[src/rtl/mem_bus_arbiter.sv]
// mem_bus_arbiter: CPU/DMA arbiter for the shared memory bus, with a parked CPU and bounded, lockable DMA bursts.
module mem_bus_arbiter #(
  parameter int MAX_BURST = 4
) (
  input  logic        MCLK,
  input  logic        RST,
  input  logic        CPU_req,
  input  logic [15:0] CPU_MAB,
  input  logic [15:0] CPU_MDBwrite,
  input  logic        CPU_MW,
  input  logic        CPU_BW,
  output logic        CPU_gnt,
  output logic [15:0] CPU_MDBread,
  input  logic        DMA_req,
  input  logic        DMA_lock,
  input  logic [15:0] DMA_MAB,
  input  logic [15:0] DMA_MDBwrite,
  input  logic        DMA_MW,
  input  logic        DMA_BW,
  output logic        DMA_gnt,
  output logic [15:0] DMA_MDBread,
  output logic [15:0] MAB,
  output logic [15:0] MDBwrite,
  output logic        MW,
  output logic        BW,
  input  logic [15:0] MDBread,
  output logic [7:0]  burst_cnt
);
  typedef enum logic {CPU_OWN, DMA_OWN} state_t;
  state_t     state, state_nxt;
  logic [7:0] cnt_nxt;
  logic       dma_sel;
  logic       limit_hit;
  always_ff @(posedge MCLK) begin
    if (RST) begin
      state     <= CPU_OWN;
      burst_cnt <= 8'd0;
    end else begin
      state     <= state_nxt;
      burst_cnt <= cnt_nxt;
    end
  end
  assign limit_hit = ~DMA_lock & CPU_req & (burst_cnt >= 8'(MAX_BURST));
  always_comb begin
    state_nxt = state;
    cnt_nxt   = 8'd0;
    if (state == CPU_OWN) begin
      state_nxt = DMA_req ? DMA_OWN : CPU_OWN;
      cnt_nxt   = DMA_req ? 8'd1 : 8'd0;
    end else begin
      state_nxt = (~DMA_req | limit_hit) ? CPU_OWN : DMA_OWN;
      cnt_nxt   = (~DMA_req | limit_hit) ? 8'd0 : burst_cnt + {7'd0, burst_cnt != 8'hff};
    end
  end
  // Reset forces the mux back to the CPU side so the memory sees CPU inputs with MW low.
  assign dma_sel     = (state == DMA_OWN) & ~RST;
  assign CPU_gnt     = ~dma_sel & ~RST;
  assign DMA_gnt     = dma_sel;
  assign MAB         = dma_sel ? DMA_MAB : CPU_MAB;
  assign MDBwrite    = dma_sel ? DMA_MDBwrite : CPU_MDBwrite;
  assign BW          = dma_sel ? DMA_BW : CPU_BW;
  assign MW          = dma_sel ? (DMA_MW & DMA_req) : (CPU_MW & CPU_req & ~RST);
  assign CPU_MDBread = dma_sel ? 16'h0000 : MDBread;
  assign DMA_MDBread = dma_sel ? MDBread : 16'h0000;
endmodule

[config.mk]
export PLATFORM = sky130hd
export DESIGN_NAME = mem_bus_arbiter
export DESIGN_NICKNAME = d
export VERILOG_FILES = /design/src/rtl/mem_bus_arbiter.sv
export SDC_FILE = /design/constraint.sdc
export NUM_CORES = 1
export LEC_CHECK = 0
export BUFFER_PORTS_ARGS = -buffer_cell sky130_fd_sc_hd__buf_2
export CAP_MARGIN = 20
export CORE_MARGIN = 2
export CORE_UTILIZATION = 30
export DETAILED_ROUTE_END_ITERATION = 10
export PLACE_DENSITY = 0.82
export SLEW_MARGIN = 20
export SYNTH_ARGS = -nofsm -noshare
export SYNTH_HDL_FRONTEND = slang
export SYNTH_SLANG_ARGS = --single-unit
export TNS_END_PERCENT = 10
[constraint.sdc]
create_clock -name MCLK -period 2.46 [get_ports MCLK]
set_clock_uncertainty 0.1 [all_clocks]
set_input_delay 0 -clock MCLK [delete_from_list [all_inputs] [get_ports MCLK]]
set_output_delay 0 -clock MCLK [all_outputs]
set_load 0.02 [all_outputs]
After elaboration in Yosys (flattened, before gate mapping). Cells that the tools add are included.

Equal/unequal tests: 1. Muxes and demuxes: 12. Bitwise operators: 12. Magnitude comparators: 1. Add/sub/neg operators: 1.

Operator list (count): 16-bit two-way mux (4); 8-bit two-way mux (2); 8-bit by 1-bit adder with 8-bit output (1); 8-bit by 3-bit >= comparator with 1-bit output (second input constant) (1); 8-bit != test (second input constant) (1); 1-bit bitwise AND (7); 1-bit two-way mux (6); 1-bit NOT (4); 1-bit OR (1).

Register bits after elaboration: 9. Logic and storage cells: 29. Output and inout port bits: 76. Input port bits: 89.

Depth between registers and ports, before layout.
Word-level depth: 6. Gate-level depth with buffers: 7. Depth with buffers taken out: 7.

Worst setup path after synthesis. Ideal clock, no wire load.

Path type: register to register. Start point: register burst_cnt[3]. End point: register burst_cnt[6]. Period minus slack after synthesis: 1869 ps. Cell stages (with the launch flop): 8. Data arrival time: 1689 ps. Setup slack: 591 ps. Buffers on the path: 0. Data required time: 2280 ps. Setup time: 80 ps. Cells stage by stage: dfxtp_1 -> nand4_1 -> or2_1 -> ha_1 -> ha_1 -> nand3_2 -> o21ai_0 -> a211oi_2.

Cells in the longest elaborated chain, start to end: 5. Elaborated cells on any way between the ends: 7. Those cells by class: 1 x add/sub; 1 x order compare; 1 x eq/ne; 2 x mux; 2 x bitwise.

RTL lines: from (decl) (line 27) `output logic [7:0] burst_cnt`; from (signal assigned) (line 40) `burst_cnt <= cnt_nxt;`; branches (longest 3 deep; another with 8-bit by 1-bit adder with 8-bit output); 8-bit two-way mux * (line 52) `cnt_nxt = (~DMA_req | limit_hit) ? 8'd0 : burst_cnt + {7'd0, burst_cnt != 8'hff};`; 8-bit two-way mux * (line 47) `if (state == CPU_OWN) begin`.

Mark *: on every way between the ends. A chain may end at the register's enable or synchronous reset.

Final worst setup path. Same ends and word-level chain as after synthesis.

==> results.env <==
CLK_TRANSITION_REPORTED_PATHS_NS=0.04
NETSWITCHINGPOWER_mW=0.228
MAX_FREQ_MHz=516
SWSHARE_PCT=35.9
CORE_UM2=3610
POWER.CLOCK.FRACTION_PCT=27.1
WORSTPATHARRIVAL_NS=1.99
SYNTHDISTINCTLIBCELLS=29
FINALMAXSLEWVIOLATIONS=0
CP-START-KIND='flip-flop'
HOLD-PATH-ENDPOINT='state'
ANTENNA_FOUND_INITIAL=0
HOLD_PATH.STARTPOINT='RST'
YOSYS_WARNINGS=0
FINAL.PERIOD_UTILIZATION_PCT=78.8
DESIGN.DIE.AREA_UM2=4180
WORSTPATHMAXFANOUT=6
PLACE_HPWL_UM=3580
DETAIL_ROUTE.ITER0.VIOLATIONS=35
CRITICALPATHCATEGORY='reg -> reg'
MAX-CAP-VIOLATIONS=0
TNS_SETUP_NS=0
INSTANCES_NO_FILL=333
P_LEAK_nW=1.10
TIMING_WORST_SLEW_PIN_VALUE_NS=0.501
CTS_BUFFER_DEPTH=2
PLACED_CELLS=328
SYNTHTOLAYOUTAREAGROWTH_PCT=83.4
PLACEMENT.SETUP.WORST_SLACK_NS=0.517
FLOORPLAN.DIE.HEIGHT_UM=64.7
WORST_IR_DROP_VDD_uV=183
TRITONCTS_NUM_SINKS=9
WORST_R2R_ENDPOINT='burst_cnt[6]'
INSERTEDDIODECOUNT=0
DRT_PRE_ANTENNA_ITERS=4
POWER.SEQUENTIAL.FRACTION_PCT=23.9
DETAIL_ROUTE.WIRELENGTH_UM=4190
SYNTHESIS.NETS=212
TIMING.FINAL.HOLD_VIOLATIONS=0
POSTSYNTHCELLCOUNT=121
POST_SYNTH_INSTANCE_AREA_UM2=1100
GRT_START_MAX_NET_PINS=57
SETUP_SLACK_OF_THE_CRITICAL_PATH_AFTER_LAYOUT_NS=0.522
SYNTH_FF_TYPE='dfxtp_1'
LAYOUT.NETS=377
SETUP_REPAIR_AFTER_GLOBAL_ROUTING_MISSED_ITS_MARGIN='no'
FIN_CRIT_NS=1.94
POWER.INTERNAL_mW=0.407
SYNTH-EDFF-COUNT=0
CTS_TREE='yes'
SYNTH_TOP_AREA_CELL='mux2_1'
VIA_COUNT=1488
GRTUSAGETOTAL_PCT=19.3
VIASPERCELL=4.47
TIMING.HOLD.WS_NS=0.0372
STATUS='complete, no violations'
FP.DIEW_UM=64.7
ANTENNA_VIOLATING_NETS_POST_ROUTE=0
WIRE_PER_INST_UM=12.6
SLEW_HEADROOM_PCT=66.6
GLOBALROUTEOVERFLOWTOTAL=0
NUMBER_OF_INPUT_AND_OUTPUT_PORT_BUFFERS_INSERTED=164
GRT_FIRST_PASS_WIRELENGTH_UM=6290
WORST_SETUP_PATH_END_KIND='flip-flop'
R2R_SETUP_SLACK_NS=0.52
FP-ROW-COUNT=22
POWER.DENSITY_nW_PER_UM2=313
COMBPWRFRAC_PCT=49.1
HOLD_PATH.CLASS='in -> reg'
GRT_PASS1_VIAS=1370
YS_FF_LATCH=9
LAYOUT_FILLER_CELL_COUNT=347
ASYNC_FLOP_SHARE_PCT=0
SYNTHESIS.AREA_PER_INSTANCE_UM2=9.13
CLOCK_LATENCY_NS=0.23
LAYOUT-DRIVE-GT1-SHARE_PCT=64.6
SYNTHTOPCELLSBYCOUNT='26 x mux2_1, 17 x nor2b_1, 16 x and2_1'
CTS_BUFFERS=3
YOSYSSEQAREASHARE_PCT=16.3
DETAIL_ROUTE.DRC_VIOLATIONS=0
START_UTIL_PCT=30.6
SYNTH_MOST_COMMON_CELL='mux2_1'
SYNTH_TOP_CELL_AREA_SHARE_PCT=26.5
POST-CTS-SETUP-BUFFER-COUNT=0
CTSHTREEMAXLEVEL=1
RR_WORST_DEPTH=7
IO_PINS=165
WORST-ENDPOINT-REQUIRED_NS=2.51
HOLD_PATH_DEPTH=3
SETUP-VIOLATIONS-FINAL=0
CTSROOTBUFFERMASTER='clkbuf_8'
TOP_POST_SYNTHESIS_CELLS_BY_AREA='mux2_1 27%, dfxtp_1 16%, nor2b_1 9.6%'
ROUTABILITYCONGESTION=0.850
REG2REG_FROM='burst_cnt[3]'
==> state kept, by name, indices dropped and copies added (netlist names) <==
register   cells
state          1
burst_cnt      8
==> worst max-delay path by stage <==
stage / start / to / slack, ns / cells past startpoint
final: burst_cnt[3] / burst_cnt[6] / 0.52 / 7
after floorplan: burst_cnt[3] / burst_cnt[6] / 0.59 / 7
after global routing: burst_cnt[3] / burst_cnt[6] / 0.38 / 7
after detailed placement: burst_cnt[3] / burst_cnt[6] / 0.52 / 7
after global placement: burst_cnt[3] / burst_cnt[6] / 0.63 / 7
after CTS: burst_cnt[3] / burst_cnt[6] / 0.50 / 7
==> what timing repair did <==
item	in CTS	in global routing
hold buffers	1	0
endpoints found under the hold margin	2	0
gates resized for setup	0	0
==> power groups by stage <==
stage / Combinational (mW) / Clock (mW) / Sequential (mW)
3_3_place_gp: 0.308 / 0 / 0.154
4_1_cts: 0.315 / 0.176 / 0.151
5_1_grt: 0.334 / 0.183 / 0.152
2_1_floorplan: 0.170 / 0 / 0.156
6_report: 0.311 / 0.172 / 0.152
3_5_place_dp: 0.312 / 0 / 0.154
==> cell families after synthesis <==
logic type               Yosys count  synth area share (%)
AO/OA/AOI/OAI                     10                  7.02
AND/OR/NAND/NOR                   56                  31.4
adder cells (fa/ha/maj)            2                  2.26
buffers and inverters              8                  4.64
multiplexers                      33                  36.0
XOR/XNOR                           3                  2.38
flip-flops                         9                  16.3
==> layout by cell type (no fill, tap or decap), types with 4 or more instances in the layout <==
cell type / n
mux2_4: 7
and2_1: 16
nand2_1: 4
nor2b_1: 17
buf_2: 164
mux2_1: 26
dfxtp_1: 9
==> layer usage <==
metal / share of wire (%) / up-vias / GRT usage, %
met5: 0 / - / 0
met4: 3.6 / 0 / 10.9
met3: 11 / 12 / 6.08
met2: 50 / 105 / 37.2
met1: 35 / 619 / 17.7
li1: - / 752 / -
==> area by class of cell <==
cell class / instances / area [um^2] / share of cell area [%]
Multi-Input combinational cell: 104 / 878 / 43.4
Sequential cell: 9 / 180 / 8.89
Tap cell: 48 / 60.1 / 2.96
Clock buffer: 4 / 45.0 / 2.22
Timing Repair Buffer: 167 / 858 / 42.4
Inverter: 1 / 3.75 / 0.185
==> critical path, cell delays in order, from the launching register on <==
cell and delay (ns):
dfxtp_1 0.37, nand4_1 0.15, or2_1 0.12, ha_1 0.18, ha_1 0.22, nand3_2 0.11
or3_1 0.38, a211oi_2 0.23
==> stage by stage <==
step	util [%]	area [um^2]	power [mW]
2_1_floorplan	-	1100	0.326
3_5_place_dp	54.6	1970	0.466
5_1_grt	56.2	2030	0.669
4_1_cts	56.2	2030	0.643
6_report	56.2	2030	0.634
3_3_place_gp	54.6	1970	0.462
(Power assumes the default switching activity.)
